`src/rtl/uart_rx.sv`:
```
// Oversampling UART receiver: start/data/optional parity/stop framing with
// 2-of-3 majority voting around the bit centre and per-frame error tracking.
module uart_rx #(
  parameter int Data_width = 8
) (
  input  logic                  CLK,
  input  logic                  RST,
  input  logic                  RX_IN,
  input  logic [5:0]            prescale,
  input  logic                  PAR_EN,
  input  logic                  PAR_TYP,
  output logic [Data_width-1:0] RX_P_DATA,
  output logic                  RX_data_valid
);

  localparam int BW = (Data_width > 1) ? $clog2(Data_width) : 1;
  localparam logic [BW-1:0] LAST_BIT = BW'(Data_width - 1);

  typedef enum logic [2:0] {
    IDLE,
    START,
    DATA,
    PARITY,
    STOP
  } state_t;

  state_t                state_q, state_d;
  logic [5:0]            edge_cnt_q, edge_cnt_d;
  logic [BW-1:0]         bit_cnt_q, bit_cnt_d;
  logic [Data_width-1:0] shift_q, shift_d;
  logic [Data_width-1:0] data_q, data_d;
  logic                  valid_q, valid_d;
  logic [2:0]            samp_q, samp_d;
  logic                  err_q, err_d;
  logic [5:0]            presc_q, presc_d;
  logic                  par_en_q, par_en_d;
  logic                  par_typ_q, par_typ_d;

  logic [5:0] half;
  logic       last_edge;
  logic       bit_val;
  logic       par_exp;
  logic [2:0] samp_hit;

  // Frame configuration is frozen at IDLE exit so mid-frame changes are ignored.
  assign half      = presc_q >> 1;
  assign last_edge = (edge_cnt_q == presc_q - 6'd1);
  assign bit_val   = (samp_q[0] & samp_q[1]) | (samp_q[0] & samp_q[2]) | (samp_q[1] & samp_q[2]);
  assign par_exp   = par_typ_q ? ~^shift_q : ^shift_q;

  for (genvar gi = 0; gi < 3; gi++) begin : g_samp
    assign samp_hit[gi] = (edge_cnt_q == half - 6'd1 + 6'(gi));
  end

  always_comb begin
    state_d    = state_q;
    edge_cnt_d = edge_cnt_q;
    bit_cnt_d  = bit_cnt_q;
    shift_d    = shift_q;
    data_d     = data_q;
    valid_d    = 1'b0;
    samp_d     = samp_q;
    err_d      = err_q;
    presc_d    = presc_q;
    par_en_d   = par_en_q;
    par_typ_d  = par_typ_q;

    if (state_q != IDLE) begin
      edge_cnt_d = last_edge ? 6'd0 : edge_cnt_q + 6'd1;
      for (int i = 0; i < 3; i++) begin
        if (samp_hit[i]) samp_d[i] = RX_IN;
      end
    end

    case (state_q)
      IDLE: begin
        if (!RX_IN) begin
          // This edge counts as edge 0 of the start bit.
          state_d    = START;
          edge_cnt_d = 6'd1;
          bit_cnt_d  = '0;
          err_d      = 1'b0;
          presc_d    = prescale;
          par_en_d   = PAR_EN;
          par_typ_d  = PAR_TYP;
        end
      end
      START: begin
        if (last_edge) state_d = bit_val ? IDLE : DATA;
      end
      DATA: begin
        if (last_edge) begin
          shift_d[bit_cnt_q] = bit_val;
          if (bit_cnt_q == LAST_BIT) begin
            bit_cnt_d = '0;
            state_d   = par_en_q ? PARITY : STOP;
          end else begin
            bit_cnt_d = bit_cnt_q + 1'b1;
          end
        end
      end
      PARITY: begin
        if (last_edge) begin
          if (bit_val != par_exp) err_d = 1'b1;
          state_d = STOP;
        end
      end
      STOP: begin
        if (edge_cnt_q == half + 6'd2) begin
          err_d = err_q | ~bit_val;
          if (bit_val && !err_q) begin
            data_d  = shift_q;
            valid_d = 1'b1;
          end
        end
        if (last_edge) state_d = IDLE;
      end
      default: state_d = IDLE;
    endcase
  end

  always_ff @(posedge CLK or negedge RST) begin
    if (!RST) begin
      state_q    <= IDLE;
      edge_cnt_q <= '0;
      bit_cnt_q  <= '0;
      shift_q    <= '0;
      data_q     <= '0;
      valid_q    <= 1'b0;
      samp_q     <= '0;
      err_q      <= 1'b0;
      presc_q    <= '0;
      par_en_q   <= 1'b0;
      par_typ_q  <= 1'b0;
    end else begin
      state_q    <= state_d;
      edge_cnt_q <= edge_cnt_d;
      bit_cnt_q  <= bit_cnt_d;
      shift_q    <= shift_d;
      data_q     <= data_d;
      valid_q    <= valid_d;
      samp_q     <= samp_d;
      err_q      <= err_d;
      presc_q    <= presc_d;
      par_en_q   <= par_en_d;
      par_typ_q  <= par_typ_d;
    end
  end

  assign RX_P_DATA     = data_q;
  assign RX_data_valid = valid_q;

endmodule

```
`config.mk`:
```
export PLATFORM = sky130hd
export DESIGN_NAME = uart_rx
export DESIGN_NICKNAME = d
export VERILOG_FILES = /design/src/rtl/uart_rx.sv
export SDC_FILE = /design/constraint.sdc
export NUM_CORES = 1
export LEC_CHECK = 0
export CAP_MARGIN = 5
export CELL_PAD_IN_SITES_DETAIL_PLACEMENT = 0
export CELL_PAD_IN_SITES_GLOBAL_PLACEMENT = 1
export CORE_ASPECT_RATIO = 1.4
export CORE_MARGIN = 1.5
export CORE_UTILIZATION = 50
export CTS_CLUSTER_DIAMETER = 120
export DETAILED_ROUTE_END_ITERATION = 16
export PLACE_DENSITY_LB_ADDON = 0.3
export SETUP_SLACK_MARGIN = 0.3
export SLEW_MARGIN = 20
export SYNTH_ARGS = -nofsm -noshare
export SYNTH_HDL_FRONTEND = slang
export SYNTH_SLANG_ARGS = --single-unit
```
`constraint.sdc`:
```
create_clock -name CLK -period 4.4 [get_ports CLK]
set_input_delay 0.44 -clock CLK [delete_from_list [all_inputs] [get_ports CLK]]
set_output_delay 0.44 -clock CLK [all_outputs]
set_load 0.01 [all_outputs]
```
==> impl_results.md <==
- Nets: between 200 and 300
- CP Capture Type: flip-flop
- # rows: 31
- Setup TNS: 0 ns
- Clock buffer depth: 2
- Post-CTS Hold Buffers: 0
- Worst VDD drop: about 0.00031 V
- Sequential share of power: between 30% and 40%
- Crit path buffers/inverters: 2
- Top cell type by total area after synthesis: dfrtp_1
- Synth Warn #: 0
- Max Slew Vio Count: 0
- Detailed placer's ending HPWL: 4070 µm
- Resized Gates After CTS: 0
- Worst setup margin: 1.33 ns
- Internal Power: 1.16 mW
- Worst-path cell chain: inv_1, ha_1, xnor2_1, inv_1, ha_1, nor2b_1, mux2_2, o32ai_1, xor2_1, nor3_1, mux2_2
- Iteration-0 DRC Markers: 77
- Synth cell types: 45
- Yosys reg bits: 41
- Critical path arrival: ~3.2 ns
- CP max FO: 9
- CTS tree: done
- Main synth FF type: dfrtp_1
- Leak: about 1.3 nW
- Total CTS buffers: 5
- Post-synth EDFFs: 0
- Final Non-Filler Cells: 343
- Drt drc: 0
- Port buffer count: 19
- Vias in the first global route: 1933
- Final Hold Fails: 0
- Core Region: 0.00516 mm²
- FFs w/ async S/R, synth: between 90% and 100%
- Final setup viols: 0
- Tcrit/Tclk final: 69.7%
- Area Growth Syn to Fin: 10.9%
- Gpl congestion: 0.881
- Vias: 1928
- Crit-path max cell delay: 0.50 ns
- Worst skew pair latency: between 0.2 and 0.3 ns
- Post-DR wirelength/cell: roughly 16 µm
- Clock Power Share: 15.3%
- Switching Power: 0.882 mW
- Antenna violations before repair: 0
- CTS Root Cell: clkbuf_8
- Clk sinks: 41
- Die area: 0.00579 mm²
- Worst R2R Setup Slack: approximately 1.3 ns
- Overflow after GRT: 0
- Sw frac: 43.2%
- Placed insts: 335
- Worst hold path type: primary input to asynchronous set/reset pin
- DRT Pass-1 Iters: 4
- Final worst path period need: 3.07 ns
- Largest net degree at the start of global routing: 42
- Place WS: 1.37 ns
- Share of cells above drive strength 1: 10.8%
- Final core occ: 57.3%
- Post-route ant nets: 0
- Crit path kind: flip-flop to flip-flop
- CP required: 4.57 ns
- Commonest non-fill, non-tap cell in the layout: dfrtp_1
- Syn_nets: 290
- Slew @ Worst Pin: ~0.97 ns
- FILL cells: just over 500
- Area of the mapped netlist: 0.00267 mm²
- Max-Cap Viols: 0
- Fmax: between 300 and 400 MHz
- Clock-pin slew on the worst setup and hold paths: 0.09 ns
- Most frequent cells in the layout: dfrtp_1 (41), xnor2_1 (26), clkdlybuf4s50_1 (18), nor2_1 (17), mux2_2 (17)
- PnR Total Power: 2.04 mW
- Slowest CP cell: dfrtp_1
- Startpoint types: flip-flop
- DIE WIDTH: 64.7 µm
- Via density: 5.62
- Gate power share: between 50 and 60%
- Die height: 89.4 µm
- Post-Route WL: 5520 µm
- # IOs: 20
- Worst Skew: 0.0116 ns
- Area contributors post-synth: dfrtp_1 (38%), xnor2_1 (8.5%), mux2_2 (7.2%)
- Post-CTS setup buffer count: 0
- Sequential-to-total area share from yosys stat: 38.5%
- Syn Inst Count: 269
- Tot GR Track Use: about a fifth
- First-pass GRT wire length: 9230 µm
- Synthesized area per cell: 9.91 µm²
- Starting density of the core: 51.7%
- Worst path top cell family by delay: multiplexers
- Slew HR: 34.7%
- CTS H-tree lvls: 2
- Unrepaired setup endpoints after global routing: false
- Status: finished, final reports clean
- Cell Pwr Density: between 600 and 700 mW/mm²
- Yosys top cell area share: 38.5%
- Antenna cell count: 0
-- logic make-up (layout without fill, tap and decap cells) --
family                     Yosys count  count (layout)  synth area share [%]
adders and majority gates           11              11                  5.07
xor gates and xnor gates            41              41                  13.5
DFF                                 41              41                  38.5
and+or+nand+nor                     84              84                  17.3
buffers and inverters               28              36                  4.88
AOI/OAI and AO/OA                   39              39                  10.3
muxes                               25              25                  10.5
-- stage by stage --
stage          instance area, µm²  hold WS (ns)
2_1_floorplan                2670         0.144
3_3_place_gp                 2840         0.494
3_5_place_dp                 2840         0.496
4_1_cts                      2960         0.311
5_1_grt                      2960         0.365
6_report                     2960         0.277
-- path summary, 6_finish.rpt --
| path | end | depth (start not counted) | start |
|---|---|---|---|
| worst max-delay path | samp_q[1] | 11 | presc_q[1] |
| worst min-delay path | edge_cnt_q[3] | 1 | RST |
| worst max register to register | samp_q[1] | 11 | presc_q[1] |
| worst min register to register | RX_P_DATA[1] | 1 | RX_P_DATA[1] |
| max in group asynchronous | samp_q[1] | 1 | RST |
| min in group CLK | RX_P_DATA[1] | 1 | RX_P_DATA[1] |
-- per-layer routing --
layer,up-vias,GRT usage (%),part of all wire [%]
met4,0,7.16,1.3
met3,6,3.40,2.8
met5,-,0,0
met1,937,23.2,41
met2,32,40.4,54
li1,953,-,-
-- synthesized netlist by cell type, types with 2 or more instances --
| cell | n |
|---|---|
| o22ai_1 | 2 |
| nor2b_1 | 8 |
| and4_1 | 2 |
| and2_1 | 4 |
| dfrtp_1 | 41 |
| buf_2 | 5 |
| a21oi_1 | 4 |
| nand2b_1 | 2 |
| a22o_1 | 6 |
| inv_1 | 8 |
| nor4_1 | 3 |
| and3_1 | 2 |
| ha_1 | 10 |
| nand2_1 | 14 |
| nand4b_1 | 3 |
| o31ai_1 | 3 |
| mux2_2 | 17 |
| o21ai_0 | 11 |
| a211oi_1 | 2 |
| nand4_1 | 5 |
| xor2_1 | 15 |
| buf_6 | 2 |
| xnor2_1 | 26 |
| nand3_1 | 9 |
| nor3_1 | 11 |
| nor2_1 | 17 |
| mux2_1 | 7 |
| clkbuf_1 | 12 |
| a221o_1 | 2 |
-- power groups by stage --
stage                     clock [mW]  sequential [mW]  combinational (mW)
after floorplan                    0            0.526                1.02
after global placement             0            0.660                1.07
after detailed placement           0            0.663                1.07
after CTS                      0.324            0.655                1.08
after global routing           0.338            0.675                1.20
final                          0.313            0.655                1.07
-- cell type report --
cell class,instances,area (µm²),area share (%)
Multi-Input combinational cell,200,1510,51.1
Sequential cell,41,1030,34.7
Timing Repair Buffer,20,193,6.51
Clock buffer,7,86.3,2.92
Tap cell,66,82.6,2.79
Clock inverter,1,30.0,1.02
Inverter,8,30.0,1.02
-- sequential cells by signal, indices dropped and copies added, names as in the netlist --
signal / flops
RX_P_DATA: 8
shift_q: 8
edge_cnt_q: 6
presc_q: 6
bit_cnt_q: 3
samp_q: 3
state_q: 3
RX_data_valid: 1
err_q: 1
par_en_q: 1
par_typ_q: 1
Power figures use the tool's default switching activity.
